`config.mk`:
```
export PLATFORM = sky130hd
export DESIGN_NAME = seq_down_counter
export DESIGN_NICKNAME = d
export VERILOG_FILES = /design/src/rtl/seq_down_counter.sv
export SDC_FILE = /design/constraint.sdc
export NUM_CORES = 1
export LEC_CHECK = 0
export BUFFER_PORTS_ARGS = -buffer_cell sky130_fd_sc_hd__buf_2
export CORE_MARGIN = 2
export CORE_UTILIZATION = 51
export CTS_BUF_LIST = sky130_fd_sc_hd__clkbuf_16
export CTS_CLUSTER_DIAMETER = 120
export DETAILED_ROUTE_END_ITERATION = 8
export PLACE_DENSITY = 0.83
export SKIP_CTS_REPAIR_TIMING = 1
export SLEW_MARGIN = 20
export SYNTH_ARGS = -nofsm -noshare
export SYNTH_HDL_FRONTEND = slang
export SYNTH_SLANG_ARGS = --single-unit
```
`constraint.sdc`:
```
create_clock -name clk -period 2.1 [get_ports clk]
set_input_delay 0.105 -clock clk [delete_from_list [all_inputs] [get_ports clk]]
set_output_delay 0.105 -clock clk [all_outputs]
set_load 0.05 [all_outputs]
```
`src/rtl/seq_down_counter.sv`:
```
// Loadable down counter with terminal-count flag; holds at zero instead of wrapping.
// One-cycle load/decrement latency, no backpressure.
module seq_down_counter #(
  parameter int WIDTH = 32
) (
  input  logic             clk,
  input  logic             reset,
  input  logic             load,
  input  logic [WIDTH-1:0] load_val,
  input  logic             dec,
  output logic             tc
);

  logic [WIDTH-1:0] count;

  always_ff @(posedge clk or posedge reset) begin
    if (reset) begin
      count <= '0;
    end else if (load) begin
      count <= load_val;
    end else if (dec && (count != '0)) begin
      count <= count - WIDTH'(1);
    end
  end

  assign tc = (count == '0);

endmodule

```
==> results of run 1 <==
[final timing paths]
kind                            cells after the start         start        end
worst max-delay path                                6     count[10]  count[22]
worst min-delay path                                3  load_val[29]  count[29]
worst max register to register                      6     count[10]  count[22]
worst min register to register                      2     count[13]  count[13]
max in group asynchronous                           4         reset  count[20]
min in group asynchronous                           4         reset  count[19]
[power groups by stage]
stage | logic [mW] | clock network [mW] | registers (mW)
after floorplan | 0.202 | 0 | 0.758
after global placement | 0.279 | 0 | 0.774
after detailed placement | 0.290 | 0 | 0.776
after CTS | 0.292 | 0.696 | 0.767
after global routing | 0.344 | 0.739 | 0.789
final | 0.311 | 0.681 | 0.781
[kinds of logic (layout without fill, tap and decap cells)]
kind of cell,after synthesis,count (layout),share of synthesized area (%)
and+or+nand+nor,94,94,27.9
xor gates and xnor gates,19,19,7.66
adders and majority gates,1,1,0.576
DFF,32,32,36.8
AOI/OAI and AO/OA,53,53,17.8
buffers and inverters,18,81,4.55
muxes,9,9,4.61
[cell type report]
type,instances,share of cell area (%)
Inverter,5,0.656
Multi-Input combinational cell,176,48.7
Sequential cell,32,28.1
Timing Repair Buffer,68,15.6
Clock inverter,3,0.394
Clock buffer,5,4.38
Tap cell,50,2.19
[cells in the mapped netlist, types with 6 or more instances]
cell	instances
nor4_1	6
dfrtp_1	32
or3_1	6
a31oi_1	11
nand2_1	20
mux2_2	8
xnor2_1	14
o21ai_0	15
nor2_1	18
[worst reg2reg max path: cells and delay by family (launching register included)]
kind	cells	cell delay, ps
simple gates	3	1050
flops	1	440
compound gates	2	280
buf+inv	1	220
[per-stage QoR]
| step | setup WS [ps] | hold slack, ps |
|---|---|---|
| 2_1_floorplan | -31.9 | 221 |
| 3_3_place_gp | -18.4 | 205 |
| 3_5_place_dp | -2.71 | 222 |
| 4_1_cts | -109 | -78.6 |
| 5_1_grt | -137 | 34.1 |
| 6_report | -30.1 | 33.0 |
[layer usage]
layer  part of all wire, %  global-route usage, %
met5                     0                      0
met1                    43                   29.8
met4                   2.2                   8.06
met2                    50                   36.9
met3                   5.2                   5.09
==> flow_metrics.tcl, run 1 <==
set metrics [dict create \
    io_buffer_count 36 \
    drive_gt1_share_pct 38.8 \
    synth_area_leaders "dfrtp_1 (37%), xnor2_1 (5.6%), mux2_2 (4.1%)" \
    cts_inserted_buffers 5 \
    drt_iter0_drc 87 \
    die_w_um 69.3 \
    nets 325 \
    multi_input_area_um2 1390 \
    top_register "count" \
    crit_chain "nor4_4 -> nand4b_4 -> buf_4 -> nor4_2 -> a21o_1 -> a31oi_1" \
    finalCriticalPeriod_ps 2130 \
    power_frac_clock_pct 38.4 \
    syn_inst 226 \
    dpl-instance-area_um2 2590 \
    die_h_um 69.3 \
    finalNonFillerCells 339 \
    switchingPower_mw 0.503 \
    largest_register_ffs 32 \
    violations "negative setup slack" \
    setup_viol 4 \
    cp.arrival_ps 2260 \
    start_kind "flop" \
    synth_cell_type_count 53 \
    tightestPinTransition_ps 688 \
    synth_edf_count 0 \
    holdCritPathClass "input pin to flop" \
    synthDominantCellAreaShare_pct 36.8 \
    cp_num_buf_inv 1 \
    internal_power_mw 1.27 \
    start_util_pct 53.6 \
    syn_avg_cell_area_um2 9.62 \
    num_antenna_cells 0 \
    vias 2049 \
    route.detailed.drc 0 \
    ys_seq_area_share_pct 36.8 \
    p_leak_nw 1.16 \
    fin_util_pct 70.5 \
    hold_violations 0 \
    switching_share_pct 28.4 \
    status "finished, violations left" \
    slew_headroom_pct 53.9 \
    cap_violations 0 \
    clk_transition_reported_paths_ps 50 \
    row_count 23 \
    grt_usage_pct 22.7 \
    r2r_slack_ps -30 \
    max_stage_delay_ps 440 \
    final_common_cell "buf_2" \
    clockBufferDepth 2 \
    cts_tree "done" \
    gp_congestion 0.899 \
    synth-main-ff-cell "dfrtp_1" \
    post-dp-hpwl_um 3740 \
    crit_path_end_kind "flop" \
    synth_top_area_cell "dfrtp_1" \
    grt_pass1_vias 1825 \
    wl_per_cell_um 16.6 \
    insertion_delay_ps 280 \
    syn_nets 263 \
    skew_ps 2.97 \
    design_area_um2 2860 \
    synthArstFlopShare_pct 100 \
    via_per_inst 6.04 \
    layout_common_cells "buf_2 (35), dfrtp_1 (29), buf_4 (29), nand2_1 (20), nor2_1 (18)" \
    crit_family "simple AND/OR/NAND/NOR gates" \
    core_area_um2 4060 \
    cp.required_ps 2230 \
    routed_wirelength_um 5630 \
    cts.sinks 32 \
    fin_ws_ps -30.1 \
    synth.cell_area_um2 2170 \
    grt_pass1_wl_um 8650 \
    io_pins 37 \
    synth_seq_cells 32 \
    grt_antenna_before_repair 0 \
    dr.pass1.iters 4 \
    fmax_ghz 0.469 \
    htree_levels 2 \
    cts_root_buf "clkbuf_16" \
    maxSlewViolCount 0 \
    path_class "flop to flop" \
    seqCellArea_um2 805 \
    comb_power_share_pct 17.5 \
    slowest_stage "dfrtp_2" \
    rsz0062_at_grt "yes" \
    worstPathMaxFanout 7 \
    ant_nets 0 \
    dieArea_um2 4800 \
    ir_drop_mv 0.424 \
    finalSetupTns_ps -61.0 \
    power_density_nw_per_um2 620 \
    grt_max_degree 35 \
    finalCritPeriodShare_pct 101 \
    seqPwrFrac_pct 44.1 \
    yosys_warnings 0 \
    total_power_mw 1.77 \
    fillCellCount 315 \
    syn_to_final_growth_pct 31.5 \
    reg_top3 "count (32)" \
    dp_cells 326 \
    grt_overflow 0 \
]
Power figures use the tool's default switching activity.
==> run 2: changes to the inputs <==
Settings changed: CORE_ASPECT_RATIO set to 1.2.
==> run 2 against run 1 <==
- the flow still finishes with violations (negative setup slack)
- clock skew is 5.0 ps higher
- count of clock-buffer cells in the layout unchanged
- register-to-register slack worse by 30 ps
==> flow_metrics.tcl, run 2 (synthesized netlist as in run 1, its figures left out) <==
set metrics [dict create \
    largest_register_ffs 32 \
    tightestPinTransition_ps 707 \
    routed_wirelength_um 6460 \
    p_leak_nw 1.21 \
    status "finished, violations left" \
    finalSetupTns_ps -96.0 \
    via_per_inst 6.05 \
    drt_iter0_drc 187 \
    holdCritPathClass "input pin to flop" \
    slew_headroom_pct 52.6 \
    fmax_ghz 0.463 \
    top_register "count" \
    cp.arrival_ps 2320 \
    grt_antenna_before_repair 0 \
    start_util_pct 52.2 \
    power_density_nw_per_um2 609 \
    design_area_um2 2960 \
    grt_usage_pct 24.9 \
    vias 2147 \
    die_w_um 63.6 \
    ir_drop_mv 0.469 \
    clk_transition_reported_paths_ps 60 \
    dieArea_um2 4800 \
    cts_root_buf "clkbuf_16" \
    setup_viol 3 \
    violations "negative setup slack" \
    grt_pass1_vias 1943 \
    cp.required_ps 2260 \
    io_buffer_count 36 \
    io_pins 37 \
    hold_violations 0 \
    htree_levels 2 \
    core_area_um2 4160 \
    syn_to_final_growth_pct 36.2 \
    num_antenna_cells 0 \
    worstPathMaxFanout 6 \
    hold_ws_ps 21.9 \
    reg_top3 "count (32)" \
    finalNonFillerCells 355 \
    skew_ps 7.96 \
    grt_pass1_wl_um 9080 \
    path_class "flop to flop" \
    nets 335 \
    fillCellCount 336 \
    cts.sinks 32 \
    maxSlewViolCount 0 \
    dpl-instance-area_um2 2620 \
    gp_congestion 0.917 \
    grt_max_degree 35 \
    start_kind "flop" \
    post-dp-hpwl_um 3900 \
    fin_ws_ps -59.9 \
    finalCriticalPeriod_ps 2160 \
    final_common_cell "buf_4" \
    dp_cells 337 \
    die_h_um 75.5 \
    dr.pass1.iters 4 \
    row_count 26 \
    route.detailed.drc 0 \
    rsz0062_at_grt "yes" \
    insertion_delay_ps 290 \
    cts_inserted_buffers 5 \
    ant_nets 0 \
    grt_overflow 0 \
    layout_common_cells "buf_4 (39), buf_2 (35), dfrtp_1 (26), nand2_1 (20), nor2_1 (18)" \
    cap_violations 0 \
    cts_tree "done" \
    finalCritPeriodShare_pct 103 \
    drive_gt1_share_pct 42.5 \
    clockBufferDepth 2 \
    wl_per_cell_um 18.2 \
    crit_path_end_kind "flop" \
]
==> run 2: path summary, 6_finish.rpt <==
check / end / slack [ps] / cells after the start / start
worst max-delay path: count[1] / -60 / 7 / count[20]
worst min-delay path: count[14] / 20 / 2 / load_val[14]
worst max register to register: count[1] / -60 / 7 / count[20]
worst min register to register: count[13] / 580 / 2 / count[13]
max in group asynchronous: count[24] / 1330 / 4 / reset
min in group asynchronous: count[11] / 450 / 4 / reset
==> run 2: worst max-delay path, cell delays in order, from the launching register on <==
cell      delay, ps
dfrtp_2         460
nor4_4          290
buf_4           190
nand4b_1        160
buf_6           180
o31ai_4         360
mux2i_1         120
mux2_2          270
==> run 2: metrics by stage <==
step | total power, mW | setup WS [ps] | util [%]
2_1_floorplan | 0.960 | -31.9 | -
3_3_place_gp | 1.05 | -59.2 | 62.9
3_5_place_dp | 1.07 | -64.5 | 62.9
4_1_cts | 1.76 | -176 | 66.2
5_1_grt | 1.87 | -131 | 71.1
6_report | 1.80 | -59.9 | 71.1
==> run 2: area by class of cell <==
class | count | area (um2) | share of cell area, %
clock buffers | 5 | 125 | 4.23
clock inverters | 3 | 11.3 | 0.381
inverters | 5 | 18.8 | 0.634
multi-input cells | 176 | 1410 | 47.8
flip-flops and latches | 32 | 808 | 27.3
well taps | 56 | 70.1 | 2.37
repair buffers | 78 | 512 | 17.3
==> run 2: report_power, final <==
part / internal (mW) / total, mW / switching [mW]
Sequential: 0.681 / 0.787 / 0.106
Combinational: 0.168 / 0.321 / 0.153
Clock: 0.426 / 0.693 / 0.267
==> run 2: routing by layer <==
| layer | track usage [%] | wire, um | up-vias |
|---|---|---|---|
| met1 | 27.4 | 2440 | 1046 |
| met3 | 5.47 | 375 | 22 |
| met2 | 46.7 | 3440 | 79 |
| met4 | 11.1 | 202 | 0 |
| met5 | 0 | 0 | - |
| li1 | - | - | 1000 |
